**config.mk**
```make
export PLATFORM = sky130hd
export DESIGN_NAME = regfile_param_sb_flat
export DESIGN_NICKNAME = d
export VERILOG_FILES = /design/src/rtl/regfile_param_sb_if.sv /design/src/rtl/regfile_param_sb.sv /design/src/flat_wrapper.sv
export SDC_FILE = /design/constraint.sdc
export NUM_CORES = 2
export LEC_CHECK = 0
export BUFFER_PORTS_ARGS = -buffer_cell sky130_fd_sc_hd__buf_4
export CAP_MARGIN = 20
export CORE_MARGIN = 2
export CORE_UTILIZATION = 25
export CTS_CLUSTER_SIZE = 12
export DETAILED_ROUTE_END_ITERATION = 10
export MAX_ROUTING_LAYER = met4
export PLACE_DENSITY_LB_ADDON = 0.15
export RECOVER_POWER = 50
export SLEW_MARGIN = 20
export SYNTH_ARGS = -nofsm -noshare
export SYNTH_HDL_FRONTEND = slang
export SYNTH_SLANG_ARGS = --single-unit
```
**constraint.sdc**
```tcl
create_clock -name Clk -period 5.3 [get_ports Clk]
set_input_delay 0.53 -clock Clk [delete_from_list [all_inputs] [get_ports Clk]]
set_output_delay 0.53 -clock Clk [all_outputs]
set_load 0.01 [all_outputs]
```
**src/rtl/regfile_param_sb_if.sv**
```systemverilog
// Purpose: bundles the read, write and reservation signals of regfile_param_sb.
// Ports: slave = register file (takes addresses/strobes, drives data/busy/count);
//        master = issue/decode logic (the mirror image).
interface regfile_param_sb_if #(
  parameter int DATA_W = 32,
  parameter int ADDR_W = 5
);
  logic [ADDR_W-1:0] Ard1;
  logic [ADDR_W-1:0] Ard2;
  logic [DATA_W-1:0] Dout1;
  logic [DATA_W-1:0] Dout2;
  logic              Busy1;
  logic              Busy2;
  logic [ADDR_W-1:0] Awr;
  logic [DATA_W-1:0] Din;
  logic              WrEn;
  logic              RsvEn;
  logic [ADDR_W-1:0] Arsv;
  logic [ADDR_W:0]   NumBusy;

  modport master (
    output Ard1, Ard2, Awr, Din, WrEn, RsvEn, Arsv,
    input  Dout1, Dout2, Busy1, Busy2, NumBusy
  );

  modport slave (
    input  Ard1, Ard2, Awr, Din, WrEn, RsvEn, Arsv,
    output Dout1, Dout2, Busy1, Busy2, NumBusy
  );
endinterface

```
**src/rtl/regfile_param_sb.sv**
```systemverilog
// Purpose: 2-read/1-write register file with per-register busy scoreboard,
//          optional write-to-read bypass and optional hardwired-zero r0.
// Ports: Clk, Rst_n (sync, active-low); bus (slave modport): read ports
//        Ard*/Dout*/Busy*, write Awr/Din/WrEn, reserve Arsv/RsvEn, NumBusy count.
// Latency: reads combinational; write visible same cycle (BYPASS=1) or next
//          cycle; reservation visible on Busy one cycle after the edge.
module regfile_param_sb #(
  parameter int DATA_W  = 32,
  parameter int ADDR_W  = 5,
  parameter int ZERO_R0 = 1,
  parameter int BYPASS  = 1
) (
  input logic               Clk,
  input logic               Rst_n,
  regfile_param_sb_if.slave bus
);
  localparam int NREG = 2 ** ADDR_W;
  localparam int CW   = ADDR_W + 1;

  logic [DATA_W-1:0] regs [NREG];
  logic [NREG-1:0]   busy;
  logic [CW-1:0]     num_busy;

  // Writes and reservations aimed at a hardwired-zero r0 are discarded here,
  // so r0 state never changes and never contributes to the count.
  logic wr_eff, rsv_eff;
  assign wr_eff  = bus.WrEn  && !((ZERO_R0 != 0) && (bus.Awr  == '0));
  assign rsv_eff = bus.RsvEn && !((ZERO_R0 != 0) && (bus.Arsv == '0));

  // Count delta: a reservation only adds when the target was idle; a write
  // only removes when the target was busy and is not re-reserved this edge.
  logic inc, dec;
  assign inc = rsv_eff && !busy[bus.Arsv];
  assign dec = wr_eff && busy[bus.Awr] && !(rsv_eff && (bus.Arsv == bus.Awr));

  always_ff @(posedge Clk) begin
    if (!Rst_n) begin
      for (int i = 0; i < NREG; i++) regs[i] <= '0;
      busy     <= '0;
      num_busy <= '0;
    end else begin
      if (wr_eff) begin
        regs[bus.Awr] <= bus.Din;
        busy[bus.Awr] <= 1'b0;
      end
      // Placed after the write clear so a same-address reservation wins.
      if (rsv_eff) busy[bus.Arsv] <= 1'b1;
      num_busy <= num_busy + CW'(inc) - CW'(dec);
    end
  end

  // Both read ports share one description.
  logic [ADDR_W-1:0] ard  [2];
  logic [DATA_W-1:0] dout [2];
  logic              bsy  [2];

  assign ard[0] = bus.Ard1;
  assign ard[1] = bus.Ard2;

  always_comb begin
    for (int p = 0; p < 2; p++) begin
      dout[p] = '0;
      bsy[p]  = 1'b0;
      if (Rst_n && !((ZERO_R0 != 0) && (ard[p] == '0))) begin
        if ((BYPASS != 0) && wr_eff && (bus.Awr == ard[p])) begin
          // Forwarded data is complete, so the port is only busy if a new
          // producer is being reserved for the same register this cycle.
          dout[p] = bus.Din;
          bsy[p]  = rsv_eff && (bus.Arsv == ard[p]);
        end else begin
          dout[p] = regs[ard[p]];
          bsy[p]  = busy[ard[p]];
        end
      end
    end
  end

  assign bus.Dout1   = dout[0];
  assign bus.Dout2   = dout[1];
  assign bus.Busy1   = bsy[0];
  assign bus.Busy2   = bsy[1];
  assign bus.NumBusy = num_busy;
endmodule

```
**src/flat_wrapper.sv**
```systemverilog
// flat-port wrapper written by rule: the top's interface ports become plain ports
module regfile_param_sb_flat 
#(
  parameter int DATA_W  = 32,
  parameter int ADDR_W  = 5,
  parameter int ZERO_R0 = 1,
  parameter int BYPASS  = 1
)
  (Clk, Rst_n, bus_Ard1, bus_Ard2, bus_Awr, bus_Din, bus_WrEn, bus_RsvEn, bus_Arsv, bus_Dout1, bus_Dout2, bus_Busy1, bus_Busy2, bus_NumBusy);
  regfile_param_sb_if #(.DATA_W(DATA_W), .ADDR_W(ADDR_W)) bus_i ();
  input logic Clk;
  input logic Rst_n;
  input wire logic [$bits(bus_i.Ard1)-1:0] bus_Ard1;
  input wire logic [$bits(bus_i.Ard2)-1:0] bus_Ard2;
  input wire logic [$bits(bus_i.Awr)-1:0] bus_Awr;
  input wire logic [$bits(bus_i.Din)-1:0] bus_Din;
  input wire logic [$bits(bus_i.WrEn)-1:0] bus_WrEn;
  input wire logic [$bits(bus_i.RsvEn)-1:0] bus_RsvEn;
  input wire logic [$bits(bus_i.Arsv)-1:0] bus_Arsv;
  output wire logic [$bits(bus_i.Dout1)-1:0] bus_Dout1;
  output wire logic [$bits(bus_i.Dout2)-1:0] bus_Dout2;
  output wire logic [$bits(bus_i.Busy1)-1:0] bus_Busy1;
  output wire logic [$bits(bus_i.Busy2)-1:0] bus_Busy2;
  output wire logic [$bits(bus_i.NumBusy)-1:0] bus_NumBusy;
  assign bus_i.Ard1 = bus_Ard1;
  assign bus_i.Ard2 = bus_Ard2;
  assign bus_i.Awr = bus_Awr;
  assign bus_i.Din = bus_Din;
  assign bus_i.WrEn = bus_WrEn;
  assign bus_i.RsvEn = bus_RsvEn;
  assign bus_i.Arsv = bus_Arsv;
  assign bus_Dout1 = bus_i.Dout1;
  assign bus_Dout2 = bus_i.Dout2;
  assign bus_Busy1 = bus_i.Busy1;
  assign bus_Busy2 = bus_i.Busy2;
  assign bus_NumBusy = bus_i.NumBusy;
  regfile_param_sb #(.DATA_W(DATA_W), .ADDR_W(ADDR_W), .ZERO_R0(ZERO_R0), .BYPASS(BYPASS)) u_core (.Clk(Clk), .Rst_n(Rst_n), .bus(bus_i));
endmodule
```
== After elaboration in Yosys (flattened, before gate mapping) ==
Memory sizes are Yosys's and may differ from the RTL's.
Cells that the tools add are included.
Storage, ports and cells
  register bits after elaboration: 38
  memory bits (writable): 1024
  input bits: 56
  output and inout bits: 72
  logic and storage cells: 74
  memories: 1
Memory list
  u_core.regs: words 32, width 32, rd ports 2, clocked after Yosys merged registers in 0, wr ports 32, line regfile_param_sb.sv:20  | logic [DATA_W-1:0] regs [NREG];
Operators by class
  $add $sub $neg: 2
  $lt $le $gt $ge: 6
  equal/unequal tests: 5
  multiplexer cells: 30
  bitwise gates (word level): 3
  reductions and logical operators: 25
Operator list (count)
  $mux 32: 8
  $and 32x32->32: 1
  $not 32->32: 1
  $or 32x32->32: 1
  $reduce_or 32->1: 1
  $eq 5x5->1: 5
  $lt 5x6->1 const B: 4
  $bmux 1 s5: 4
  $logic_not 5->1: 4
  $mux 1: 15
  $logic_and 1x1->1: 14
  $demux 1 s5: 2
  $ge 5x1->1 const B: 2
  $add 6x1->6: 1
  $logic_not 1->1: 6
  $sub 6x1->6: 1
  $mux 5: 1

== Longest topological paths before layout ==
  depth in word-level cells: 10
  depth in mapped cells: 16
  gate-level depth less buffers: 14

== Worst setup path before layout ==
Ideal clock, no wire load.
  kind: input to register
  from: in bus_Awr[3]
  to: mem u_core.regs[7][0], enable pin
  library setup time: 468 ps
  arrival time: 3749 ps
  data required time: 4832 ps
  setup slack: 1083 ps
  stages: 4
  cell sequence: buf_1 or3b_2 clkbuf_1 o21ai_0
RTL lines
  start: declaration: line flat_wrapper.sv:15  | input wire logic [$bits(bus_i.Awr)-1:0] bus_Awr;
  end: declaration: line regfile_param_sb.sv:20

==> flow_metrics.tcl <==
set metrics [dict create \
    outcome "complete, but fails checks" \
    failed_checks "max-capacitance violations, max-slew violations" \
    synth_top_area_share 0.541 \
    min_path_cells 2 \
    pin_count 128 \
    power.share.sequential 0.460 \
    switching_share 0.275 \
    fin_worst_skew_ps 12.1 \
    viasPerCell 5.29 \
    cp_max_fo 20 \
    setup_ws_ps 764 \
    leakagePower_uw 0.0217 \
    synth_edf_count 1024 \
    grt_max_degree 61 \
    grt_usage 0.225 \
    dp.cells 6813 \
    hold_start "bus_Arsv[1]" \
    layout-drive-gt1-share 0.259 \
    maxCapViolCount 48 \
    layout.cells.non_filler 7059 \
    syn_avg_cell_area_um2 14.8 \
    gr-total-overflow 0 \
    p_sw_uw 5930 \
    tns_ps 0 \
    cts-buffers-inserted 131 \
    worst_pin_slew_ps 3420 \
    async_flop_share 0 \
    crit_type "primary input to register" \
    grt_pass1_wl_mm 344 \
    timing.slew.headroom -1.28 \
    start_kind "primary input" \
    startpoint "bus_Awr[0]" \
    rsz0062_at_grt "false" \
    combPwrFrac 0.134 \
    holdCritPathClass "primary input to register" \
    die_w_um 481 \
    drv_slew 836 \
    setup_viol_count_final 0 \
    crit_chain "clkbuf_1 > nand3_1 > clkbuf_1 > o21ai_0 > clkbuf_1" \
    p_int_uw 15700 \
    holdBufCountCts 0 \
    dp_slack_ps 939 \
    grt_pass1_vias 37402 \
    tritoncts "built" \
    reg2reg_from "u_core.busy[10]" \
    clock_latency_ps 800 \
    final.period_utilization 0.856 \
    clk_pin_slew_ps 50 \
    postCtsResizedCells 0 \
    cp_common_cell "clkbuf_1" \
    vias 37307 \
    synthTopCellsByCount "1024 x edfxtp_1, 998 x and2_1, 521 x mux4_2, 283 x clkbuf_1, 194 x o22ai_1" \
    cp_slowest_cell "clkbuf_1" \
    ff2ff_path_depth 14 \
    hpwl_mm 158 \
    synth_area_mm2 0.0568 \
    postRouteAntennaNets 0 \
    crit_path_max_incr_delay_ps 2130 \
    timing.final.crit_period_ps 4540 \
    finalHoldViolCount 0 \
    yosysWarningCount 0 \
    die_h_um 481 \
    first_pass_iters 5 \
    nFillCells 22550 \
    routabilityCongestion 0.828 \
    ys_ff_latch 1062 \
    clkPwrFrac 0.406 \
    seq_area_frac_synth 0.555 \
    start_util 0.251 \
    cp-end-kind "register" \
    core_mm2 0.227 \
    io_buffers 127 \
    synthToLayoutAreaGrowth_pct 16.4 \
    final_util 0.292 \
    ys_types 52 \
    power.total_uw 21600 \
    synthCells 3834 \
    post_drt_wl_per_cell_um 36.2 \
    cts.path.max_buffers 3 \
    yosysTopAreaCell "edfxtp_1" \
    drt-initial-drc-count 4741 \
    max-vdd-ir-drop_uv 306 \
    max_freq_ghz 0.220 \
    post-cts-setup-buffers 0 \
    ys_top_cells_by_area "edfxtp_1 54%, mux4_2 21%, and2_1 11%" \
    post-synth-top-count-cell "edfxtp_1" \
    num_rows 175 \
    power.density_mw_per_mm2 326 \
    worstPathRequired_ps 5630 \
    antenna_found_initial 38 \
    synth_ff_type "edfxtp_1" \
    clock-sinks 1062 \
    root_buffer "clkbuf_16" \
    route.detailed.drc 0 \
    h-tree-depth 4 \
    die-area_mm2 0.231 \
    arrival_ps 4870 \
    wl_mm 255 \
    num-nets-final 4001 \
]
kinds of logic (layout without fill, tap and decap cells):
logic type               count (synthesis)  count (layout)  synth area share
AO/OA/AOI/OAI                          415             415            0.0491
XOR/XNOR                                29              29           0.00447
adder cells (fa/ha/maj)                  7               7           0.00167
buffers and inverters                  453             627            0.0332
flip-flops                            1062            1062             0.555
multiplexers                           640             640             0.228
other                                    1              43         0.0000660
AND/OR/NAND/NOR                       1227            1227             0.129
path summary, 6_finish.rpt:
| kind | slack [ps] | to |
|---|---|---|
| min reg2reg | 520 | u_core.busy[27] |
| max | 760 | u_core.regs[15][19] |
| min | 180 | u_core.busy[1] |
| max reg2reg | 1960 | u_core.bus.NumBusy[4] |
critical path, delay by kind of cell:
| family | cells | cell delay, ps |
|---|---|---|
| simple gates | 1 | 300 |
| buf+inv | 3 | 3440 |
| compound gates | 1 | 460 |
sequential cells by signal, indices dropped and copies added, names as in the netlist:
register	flops
u_core.busy	32
u_core.bus.NumBusy	6
u_core.regs	1024
layout make-up:
type                            instances  area, um2  share of cell area
Antenna cell                           11       27.5            0.000416
Clock buffer                          161       3390              0.0513
Clock inverter                         73        619             0.00936
Inverter                               42        159             0.00240
Multi-Input combinational cell       2350      23800               0.360
Sequential cell                      1062      31500               0.476
Tap cell                             3009       3760              0.0569
Timing Repair Buffer                  351       2860              0.0433
metrics by stage:
step                      cell area [um2]  hold WS [ps]
final                               66100           175
after global routing                66100           157
after CTS                           66700           110
after detailed placement            62700           515
after global placement              62700           511
after floorplan                     56900           459
layout by cell type (no fill, tap or decap), drive strengths merged, types with 16 or more instances in the layout:
cell type / count
a21oi: 43
a22o: 24
a2bb2oi: 19
a32o: 34
and2: 998
buf: 299
clkbuf: 213
clkinv: 59
conb: 32
dfxtp: 38
edfxtp: 1024
inv: 49
mux2i: 108
mux4: 521
nand2: 49
nand3: 19
nor2: 54
nor3: 56
o21ai: 52
o22ai: 194
xnor2: 16
layer usage:
layer	track usage	vias to the layer above	wire, um
met3	0.0320	321	16300
met5	-	-	0
met2	0.360	1611	122000
met4	0.0503	0	5780
li1	-	15062	-
met1	0.303	20313	111000
power by group through the flow:
stage | clock, uW | combinational, uW | sequential [uW]
3_5_place_dp | 0 | 2920 | 10100
4_1_cts | 8930 | 2930 | 9920
5_1_grt | 9230 | 3000 | 9980
6_report | 8770 | 2880 | 9930
2_1_floorplan | 0 | 1610 | 10000
3_3_place_gp | 0 | 2930 | 10100
No activity file was read; power rests on OpenSTA's default activity.
